--- src/rtl/serial_addsub_if.sv ---
// serial_addsub_if: start/done handshake, operands and result of the bit-serial adder/subtractor.
interface serial_addsub_if #(parameter int WIDTH = 8);
    logic             start, sub, cin, busy, done, cout, overflow;
    logic [WIDTH-1:0] a, b, sum;
    modport master (output start, sub, a, b, cin, input busy, done, sum, cout, overflow);
    modport slave  (input start, sub, a, b, cin, output busy, done, sum, cout, overflow);
endinterface

--- src/rtl/serial_addsub.sv ---
// serial_addsub: bit-serial add/subtract, LSB first through one full-adder slice and a registered carry.
module serial_addsub #(
    parameter int WIDTH = 8
) (
    input  logic           clk,
    input  logic           rst_n,
    serial_addsub_if.slave io
);
    localparam int CW = $clog2(WIDTH) + 1;
    typedef enum logic [1:0] {IDLE, RUN, DONE} state_e;
    state_e           state_q, state_d;
    logic [WIDTH-1:0] a_q, a_d, b_q, b_d, r_q, r_d, sum_q, sum_d;
    logic [CW-1:0]    cnt_q, cnt_d;
    logic             carry_q, carry_d, cout_q, cout_d, ovf_q, ovf_d;
    logic             s, maj, last;
    always_comb begin
        s       = a_q[0] ^ b_q[0] ^ carry_q;
        maj     = (a_q[0] & b_q[0]) | (a_q[0] & carry_q) | (b_q[0] & carry_q);
        last    = cnt_q == CW'(WIDTH - 1);
        state_d = state_q;
        a_d     = a_q;
        b_d     = b_q;
        r_d     = r_q;
        carry_d = carry_q;
        cnt_d   = cnt_q;
        sum_d   = sum_q;
        cout_d  = cout_q;
        ovf_d   = ovf_q;
        if (state_q == RUN) begin
            a_d     = a_q >> 1;
            b_d     = b_q >> 1;
            r_d     = {s, r_q[WIDTH-1:1]};
            carry_d = maj;
            cnt_d   = cnt_q + CW'(1);
            // results become visible only on the last bit; carry_q here is the carry into the MSB
            if (last) begin
                state_d = DONE;
                sum_d   = r_d;
                cout_d  = maj;
                ovf_d   = carry_q ^ maj;
            end
        end else if (io.start) begin
            state_d = RUN;
            a_d     = io.a;
            b_d     = io.sub ? ~io.b : io.b;
            carry_d = io.sub | io.cin;
            cnt_d   = '0;
        end else begin
            state_d = IDLE;
        end
    end
    always_ff @(posedge clk or negedge rst_n) begin
        if (!rst_n) begin
            state_q <= IDLE;
            a_q     <= '0;
            b_q     <= '0;
            r_q     <= '0;
            cnt_q   <= '0;
            carry_q <= 1'b0;
            sum_q   <= '0;
            cout_q  <= 1'b0;
            ovf_q   <= 1'b0;
        end else begin
            state_q <= state_d;
            a_q     <= a_d;
            b_q     <= b_d;
            r_q     <= r_d;
            cnt_q   <= cnt_d;
            carry_q <= carry_d;
            sum_q   <= sum_d;
            cout_q  <= cout_d;
            ovf_q   <= ovf_d;
        end
    end
    assign io.busy     = state_q == RUN;
    assign io.done     = state_q == DONE;
    assign io.sum      = sum_q;
    assign io.cout     = cout_q;
    assign io.overflow = ovf_q;
endmodule

--- src/flat_wrapper.sv ---
// flat-port wrapper written by rule: the top's interface ports become plain ports
module serial_addsub_flat 
#(
    parameter int WIDTH = 8
)
  (clk, rst_n, io_start, io_sub, io_a, io_b, io_cin, io_busy, io_done, io_sum, io_cout, io_overflow);
  serial_addsub_if #(.WIDTH(WIDTH)) io_i ();
  input  logic clk;
  input  logic rst_n;
  input wire logic [$bits(io_i.start)-1:0] io_start;
  input wire logic [$bits(io_i.sub)-1:0] io_sub;
  input wire logic [$bits(io_i.a)-1:0] io_a;
  input wire logic [$bits(io_i.b)-1:0] io_b;
  input wire logic [$bits(io_i.cin)-1:0] io_cin;
  output wire logic [$bits(io_i.busy)-1:0] io_busy;
  output wire logic [$bits(io_i.done)-1:0] io_done;
  output wire logic [$bits(io_i.sum)-1:0] io_sum;
  output wire logic [$bits(io_i.cout)-1:0] io_cout;
  output wire logic [$bits(io_i.overflow)-1:0] io_overflow;
  assign io_i.start = io_start;
  assign io_i.sub = io_sub;
  assign io_i.a = io_a;
  assign io_i.b = io_b;
  assign io_i.cin = io_cin;
  assign io_busy = io_i.busy;
  assign io_done = io_i.done;
  assign io_sum = io_i.sum;
  assign io_cout = io_i.cout;
  assign io_overflow = io_i.overflow;
  serial_addsub #(.WIDTH(WIDTH)) u_core (.clk(clk), .rst_n(rst_n), .io(io_i));
endmodule
--- config.mk ---
export PLATFORM = sky130hd
export DESIGN_NAME = serial_addsub_flat
export DESIGN_NICKNAME = d
export VERILOG_FILES = /design/src/rtl/serial_addsub_if.sv /design/src/rtl/serial_addsub.sv /design/src/flat_wrapper.sv
export SDC_FILE = /design/constraint.sdc
export NUM_CORES = 1
export LEC_CHECK = 0
export ABC_AREA = 1
export CORE_ASPECT_RATIO = 1.75
export CORE_MARGIN = 2
export CORE_UTILIZATION = 49
export CTS_CLUSTER_DIAMETER = 40
export DETAILED_ROUTE_END_ITERATION = 10
export GPL_TIMING_DRIVEN = 1
export PLACE_DENSITY = 0.81
export RECOVER_POWER = 25
export REMOVE_ABC_BUFFERS = 1
export SYNTH_ARGS = -nofsm -noshare
export SYNTH_HDL_FRONTEND = slang
export SYNTH_SLANG_ARGS = --single-unit
--- constraint.sdc ---
create_clock -name clk -period 2.1 [get_ports clk]
set_input_delay 0.21 -clock clk [delete_from_list [all_inputs] [get_ports clk]]
set_output_delay 0.21 -clock clk [all_outputs]
set_load 0.01 [all_outputs]
=== Word level (Yosys, flattened, before mapping) ===
Cells that the tools add are included.
Widths: inputs -> output; s select.

* Output and inout port bits: 12
* Input port bits: 21
* Register bits after elaboration: 41
* Logic and storage cells: 38

* Reduce and logical (&&, ||, !) cells: 2
* Muxes and demuxes: 12
* Equal/unequal tests: 4
* Add/sub/neg operators: 1
* Bitwise logic cells: 10

{| class="wikitable"
|+ Operator list
! operator !! count
|-
| $mux 8 || 5
|-
| $mux 4 || 2
|-
| $not 8->8 || 1
|-
| $add 4x1->4 const B || 1
|-
| $eq 4x3->1 const B || 1
|-
| $mux 2 || 2
|-
| $and 1x1->1 || 3
|-
| $mux 1 || 3
|-
| $or 1x1->1 || 3
|-
| $xor 1x1->1 || 3
|-
| $eq 2x1->1 const B || 1
|-
| $eq 2x2->1 const B || 1
|-
| $ne 2x1->1 const B || 1
|-
| $reduce_and 2->1 || 1
|-
| $reduce_bool 2->1 || 1
|}

=== Longest topological paths before layout ===
Gate-level depths: netlist of the first run.

* Depth after elaboration: 4
* Mapped depth: 6
* Mapped depth without buffers: 5

=== Worst setup path after synthesis of the first run ===
Ideal clock, no wire load.

* Path type: reg-to-reg
* Start: reg u_core.carry_q
* End: reg u_core.ovf_q, in the netlist u_core.io.overflow
* Stages on the path, launching flop included: 5
* Path buffers: 0
* Path slack: 850 ps
* Clock period less this slack: 1250 ps
* Data arrival time: 1134 ps
* Cells stage by stage: dfrtp_1 -> fa_1 -> xor2_1 -> nand2_1 -> nand2_1

* Word-level cells in the longest chain between the ends: 4
* Elaborated cells between the ends (all ways): 5

{| class="wikitable"
|+ RTL lines
! item !! line !! text
|-
| start, declared || serial_addsub.sv:14 || <nowiki>logic carry_q, carry_d, cout_q, cout_d, ovf_q, ovf_d;</nowiki>
|-
| start signal, assigned || serial_addsub.sv:69 || <nowiki>carry_q <= carry_d;</nowiki>
|-
| $and 1x1->1 || serial_addsub.sv:18 || <nowiki>maj = (a_q[0] & b_q[0]) | (a_q[0] & carry_q) | (b_q[0] & carry_q);</nowiki>
|-
| $or 1x1->1 || serial_addsub.sv:18 ||
|-
| $or 1x1->1 * || serial_addsub.sv:18 ||
|-
| via u_core.maj || serial_addsub.sv:15 || <nowiki>logic s, maj, last;</nowiki>
|-
| $xor 1x1->1 * || serial_addsub.sv:40 || <nowiki>ovf_d = carry_q ^ maj;</nowiki>
|-
| end signal, assigned || serial_addsub.sv:72 || <nowiki>ovf_q <= ovf_d;</nowiki>
|-
| end, declared || serial_addsub.sv:14 ||
|}

Mark *: on every way through the listed nets, which the timed path passes. The rest lies on a longest branch.
A chain may end at the register's enable or synchronous reset.

=== Worst setup path after layout of the first run ===
* Start: reg u_core.state_q[1]
* End: out io_busy

* Word-level cells in the longest chain between the ends: 1

{| class="wikitable"
|+ RTL lines
! item !! line !! text
|-
| start, declared || serial_addsub.sv:11 || <nowiki>state_e state_q, state_d;</nowiki>
|-
| start signal, assigned || serial_addsub.sv:64 || <nowiki>state_q <= state_d;</nowiki>
|-
| $eq 2x1->1 || serial_addsub.sv:75 || <nowiki>assign io.busy = state_q == RUN;</nowiki>
|-
| end, declared || flat_wrapper.sv:15 || <nowiki>output wire logic [$bits(io_i.busy)-1:0] io_busy;</nowiki>
|}

Every way passes these cells.

==> results.ini, run 1 <==
[status]
status = finished clean

[global_routing]
grt.total_usage_pct = 18.4
grt_max_degree = 41
grt_pass1_vias = 1420
grt_pass1_wl_um = 6020
grt_overflow = 0
antenna_found_initial = 0

[clock_network]
post_cts_resized = 0
htree_levels = 2
cts_buffer_depth = 2
cts_setup_buffers = 0
path_clk_slew_ns = 0.08
numCtsBuffers = 5
clkLatencyLatePin_ns = 0.29
cts_hold_buf = 0
cts_tree = done
cts.sinks = 40
root_buffer = clkbuf_8

[floorplanning]
die_x_um = 50.9
dieArea_um2 = 4380
row_count = 29
ios = 33
die_y_um = 86.1
start_util_pct = 51.5
core_region_area_um2 = 3660

[drt]
vias = 1492
firstDrtPassIters = 4
drt-initial-drc-count = 35
wl_per_cell_um = 10.9
wl_um = 3310
vias_per_cell = 4.91
final_antenna_net_count = 0
drc = 0

[critical_path]
cp.arrival_ns = 1.37
critPathCaptureType = primary output
r2r-start = u_core.cnt_q[0]
path_max_fanout = 2
crit_required_ns = 1.89
r2r_slack_ns = 0.77
start_kind = register
reg2reg_depth = 5
startpoint = u_core.state_q[1]
timing.rr.end = u_core.io.cout
worstSetupPathType = reg -> out
crit_end = io_busy

[logic_synthesis]
syn_inst = 226
yosys_warnings = 0
synth_flop_cell = dfrtp_1
ys_seq_elements = 40
synth_cell_types = 23
synthTopCellsByCount = 105 x nand2_1, 40 x dfrtp_1, 32 x nand3_1
postSynth.asyncResetShare_pct = 100
synth_top_area_share_pct = 53.1
yosysTopAreaCell = dfrtp_1
synth_edf_count = 0
ys_top_cells_by_area = dfrtp_1 53%, nand2_1 21%, nand3_1 8.5%, inv_1 2.6%, nor2_4 1.8%
synth_area_um2 = 1890
post-synth-top-count-cell = nand2_1
synth_seq_area_share_pct = 53.1
syn_avg_cell_area_um2 = 8.35

[timing]
fin_worst_skew_ns = 0.00909
setup_tns_ns = 0
fmax_ghz = 0.631
slew_violations = 0
rsz0062_at_grt = false
setup_viol = 0
timing.hold.ws_ns = 0.0474
slew_headroom_pct = 37.0
worstMarginPinSlew_ns = 0.945
period_minus_slack_ns = 1.58
hold_violations = 0
fin_crit_sh_pct = 75.5

[placement]
portBuffers = 32
dp.cells = 297
dp_hpwl_um = 2400
gp_congestion = 0.770

[cells_and_area]
drive_above_1_share_pct = 7.75
antenna_cells = 0
fin_cells = 304
final_core_util_pct = 62.1
syn_to_final_growth_pct = 20.6
final_nets = 281

[pwr]
p_leak_nw = 1.16
vdd_drop_max_mv = 0.837
p_per_area_nw_per_um2 = 1310

[hold_path]
hp-class = in -> async

[flow_run]
max-cap-violations = 0

-- critical path, stage by stage (launching register included) --
cell,delay [ns]
dfrtp_1,0.41
nor2_4,0.13
clkdlybuf4s50_1,0.55
-- flip-flops by register name, indices dropped and copies added (netlist names) --
signal              flops
u_core.a_q              8
u_core.b_q              8
u_core.carry_q          1
u_core.cnt_q            4
u_core.io.cout          1
u_core.io.overflow      1
u_core.io.sum           8
u_core.r_q              7
u_core.state_q          2
-- area by class of cell --
class	count	area, um2
multi-input cells	162	749
clock buffers	5	68.8
well taps	46	57.6
repair buffers	34	330
flip-flops and latches	40	1000
fillers	327	1390
clock inverters	2	12.5
inverters	15	56.3
-- cell usage in the layout (no fill, tap or decap), types with 2 or more instances in the layout --
cell type / n
buf_4: 2
clkbuf_8: 5
clkdlybuf4s50_1: 31
dfrtp_1: 40
inv_1: 13
inv_2: 2
nand2_1: 105
nand3_1: 32
nor2_1: 3
nor2_4: 3
o21ai_0: 3
o21ai_1: 6
-- per-stage QoR --
stage	total power, W	instance area, um2	setup WS, ns
floorplan	0.00205	1810	0.767
global placement	0.00250	2190	0.581
finish	0.00298	2280	0.515
CTS	0.00303	2280	0.500
global route	0.00324	2280	0.440
detailed placement	0.00255	2190	0.491
-- power breakdown --
part           internal [W]  switching, W  total (W)
logic              0.000525      0.000668    0.00119
clock network      0.000225      0.000249   0.000474
registers           0.00110      0.000214    0.00132
-- routing by layer --
metal / wire [um] / global-route usage [%] / vias to the layer above / part of all wire, %
met3: 105 / 4.18 / 5 / 3.2
met2: 1750 / 31.6 / 37 / 53
li1: - / - / 768 / -
met4: 87 / 9.58 / 0 / 2.6
met1: 1370 / 20.6 / 682 / 41
met5: 0 / 0 / - / 0
-- cell families after synthesis --
group	synth area share, %
buffers and inverters	7.23
xor gates and xnor gates	0.929
DFF	53.1
adders and majority gates	1.72
and+or+nand+nor	34.7
AOI/OAI and AO/OA	2.39
-- worst min path at each step --
stage | start | end | slack, ns | cells past startpoint
final | rst_n | u_core.cnt_q[3] | 0.05 | 1
after global routing | rst_n | u_core.cnt_q[3] | 0.13 | 1
after CTS | rst_n | u_core.cnt_q[3] | 0.05 | 1
after detailed placement | rst_n | u_core.cnt_q[3] | 0.37 | 1
after global placement | rst_n | u_core.cnt_q[3] | 0.37 | 1
after floorplan | rst_n | u_core.a_q[0] | -0.09 | 0
Note: power is estimated with default switching activity, not from simulation.
==> inputs of run 2 (changes only) <==
--- a/config.mk
+++ b/config.mk
@@ -8,7 +8,7 @@
 export ABC_AREA = 1
 export CORE_ASPECT_RATIO = 1.75
 export CORE_MARGIN = 2
-export CORE_UTILIZATION = 49
+export CORE_UTILIZATION = 47
 export CTS_CLUSTER_DIAMETER = 40
 export DETAILED_ROUTE_END_ITERATION = 10
 export GPL_TIMING_DRIVEN = 1
==> constraint.sdc (replaced) <==
create_clock -name clk -period 1.4 [get_ports clk]
set_input_delay 0.14 -clock clk [delete_from_list [all_inputs] [get_ports clk]]
set_output_delay 0.14 -clock clk [all_outputs]
set_load 0.01 [all_outputs]
==> run 2 against run 1 <==
Final cell count up 3.9%. First-iteration DRC count is 37% higher. Routed wire length rose by 3.4%. Combinational power grew 62%. Worst hold slack improved by 0.33 ns. Count of clock-buffer cells in the layout rose by 1. Clock skew shrank 0.0032 ns. Die area up 4.0%. Design area is 4.6% higher. Flip-flop and latch count did not move. Register-to-register slack got worse by 0.71 ns. Total power is 57% higher.
==> results.ini, run 2 (same netlist as run 1, synthesis figures left out) <==
[drt]
vias = 1556  ; +4.3%
firstDrtPassIters = 4  ; unchanged
wl_um = 3420  ; +3.4%
drt-initial-drc-count = 48  ; +37%
vias_per_cell = 4.92  ; +0.33%
drc = 0  ; unchanged
wl_per_cell_um = 10.8  ; -0.57%
final_antenna_net_count = 0  ; unchanged

[critical_path]
r2r_slack_ns = 0.06  ; -0.71 ns
critPathMostFrequentCell = nand2_1
crit_family = adder cells
cp.arrival_ns = 1.53  ; +0.16 ns
path_cells = fa_1 > xor2_1 > nand2_1 > nand2_1
critPathMaxStageDelay_ns = 0.50  ; -0.05 ns
worstSetupPathType = reg -> reg
crit_required_ns = 1.58  ; -0.31 ns
critPathCaptureType = register
cp_slowest_cell = fa_1
startpoint = u_core.carry_q
cp_num_buf_inv = 0  ; -1
path_max_fanout = 3  ; +1
start_kind = register
r2r-start = u_core.carry_q

[hold_path]
hp-class = in -> reg
hp-start = io_a[7]

[timing]
fin_worst_skew_ns = 0.00589  ; -0.00320 ns
setup_viol = 0  ; unchanged
worstMarginPinSlew_ns = 1.03  ; +0.0813 ns
hold_violations = 0  ; unchanged
rsz0062_at_grt = false
fmax_ghz = 0.745
fin_crit_sh_pct = 95.8
setup_tns_ns = 0  ; unchanged
slew_headroom_pct = 31.6  ; -5.4 points
period_minus_slack_ns = 1.34
slew_violations = 0  ; unchanged

[cells_and_area]
final_cell_mix = 105 x nand2_1, 40 x dfrtp_1, 32 x nand3_1, 29 x clkdlybuf4s50_1, 13 x inv_1
drive_above_1_share_pct = 10.4  ; +2.7 points
antenna_cells = 0  ; unchanged
final_common_cell = nand2_1
fillCellCount = 343  ; +4.9%
syn_to_final_growth_pct = 26.2
final_nets = 290  ; +3.2%

[floorplanning]
core_region_area_um2 = 3870  ; +5.5%
row_count = 30  ; +3.4%
dieArea_um2 = 4560  ; +4.0%
die_x_um = 51.9  ; +1.9%
start_util_pct = 48.8  ; -2.7 points
ios = 33  ; unchanged
die_y_um = 87.8  ; +2.0%

[global_routing]
grt_max_degree = 24  ; -41%
grt_pass1_vias = 1523  ; +7.3%
grt.total_usage_pct = 18.8  ; +0.39 points
grt_pass1_wl_um = 6410  ; +6.4%
grt_overflow = 0  ; unchanged
antenna_found_initial = 0  ; unchanged

[placement]
gp_congestion = 0.730  ; -5.1%
portBuffers = 32  ; unchanged
dp_hpwl_um = 2550  ; +6.5%

[clock_network]
root_buffer = clkbuf_8
clkLatencyLatePin_ns = 0.29  ; about the same
cts_buffer_depth = 2  ; unchanged
cts_setup_buffers = 0  ; unchanged
htree_levels = 2  ; unchanged
path_clk_slew_ns = 0.07  ; about the same
cts.sinks = 40  ; unchanged
cts_tree = done
numCtsBuffers = 5  ; unchanged

[status]
status = finished clean

[pwr]
p_leak_nw = 1.22  ; +5.4%
p_per_area_nw_per_um2 = 1970  ; +50%
vdd_drop_max_mv = 0.919  ; +9.8%
total_power_w = 0.00468  ; +57%

[flow_run]
max-cap-violations = 0  ; unchanged

==> run 2: cell count changes in the layout (fill, tap and decap cells not counted), sizes merged <==
cell,previous run,this run
buf,2,10
clkdlybuf4s50,31,29
dlygate4sd2,0,2
clkbuf,6,7
clkinv,1,2
clkinvlp,1,0
dlygate4sd3,0,1
==> run 2: tightest hold or removal path, cell delays in order <==
cell,delay (ns)
clkdlybuf4s50_1,0.39
nand2_1,0.06
nand2_1,0.04
==> run 2: per-stage QoR <==
step                setup slack [ns]  cells  area (um2)  hold slack, ns  utilization, %
floorplan                     0.0669    217        1810          -0.156               -
global placement               0.137    307        2280          0.0988            59.0
detailed placement            0.0890    307        2280           0.103            59.0
CTS                           0.0684    316        2380           0.314            61.6
global route                  0.0153    316        2380           0.394            61.6
finish                        0.0586    316        2380           0.378            61.6
==> run 2: power by group <==
| group | switching, W | internal (W) | leakage [nW] |
|---|---|---|---|
| Clock | 0.000384 | 0.000393 | 0.0510 |
| Sequential | 0.000323 | 0.00165 | 0.517 |
| Combinational | 0.00104 | 0.000882 | 0.652 |
| Total | 0.00175 | 0.00293 | 1.22 |
==> run 2: repair_timing <==
item,in CTS,in global routing
setup endpoints to repair,2,0
hold buffers,1,0
resized for setup,2,0
hold endpoints to repair,17,0
==> run 2: final cells by class <==
| cell class | count | area, um2 | area share (%) |
|---|---|---|---|
| Clock buffer | 6 | 82.6 | 3.47 |
| Clock inverter | 2 | 10.0 | 0.420 |
| Inverter | 15 | 56.3 | 2.36 |
| Multi-Input combinational cell | 162 | 749 | 31.5 |
| Sequential cell | 40 | 1000 | 42.0 |
| Tap cell | 48 | 60.1 | 2.52 |
| Timing Repair Buffer | 43 | 422 | 17.7 |
==> run 2: final timing paths <==
kind	depth (start not counted)	to
min in group asynchronous	2	u_core.a_q[6]
max	4	u_core.io.overflow
min reg2reg	2	u_core.io.sum[5]
min	3	u_core.a_q[7]
max in group asynchronous	3	u_core.io.sum[7]
max reg2reg	4	u_core.io.overflow
==> run 2: routing by layer <==
| layer | global-route usage [%] | up-vias | share of wire [%] |
|---|---|---|---|
| li1 | - | 794 | - |
| met4 | 12.4 | 0 | 2.5 |
| met2 | 31.4 | 43 | 55 |
| met3 | 4.27 | 6 | 3.6 |
| met5 | 0 | - | 0 |
| met1 | 20.7 | 713 | 39 |
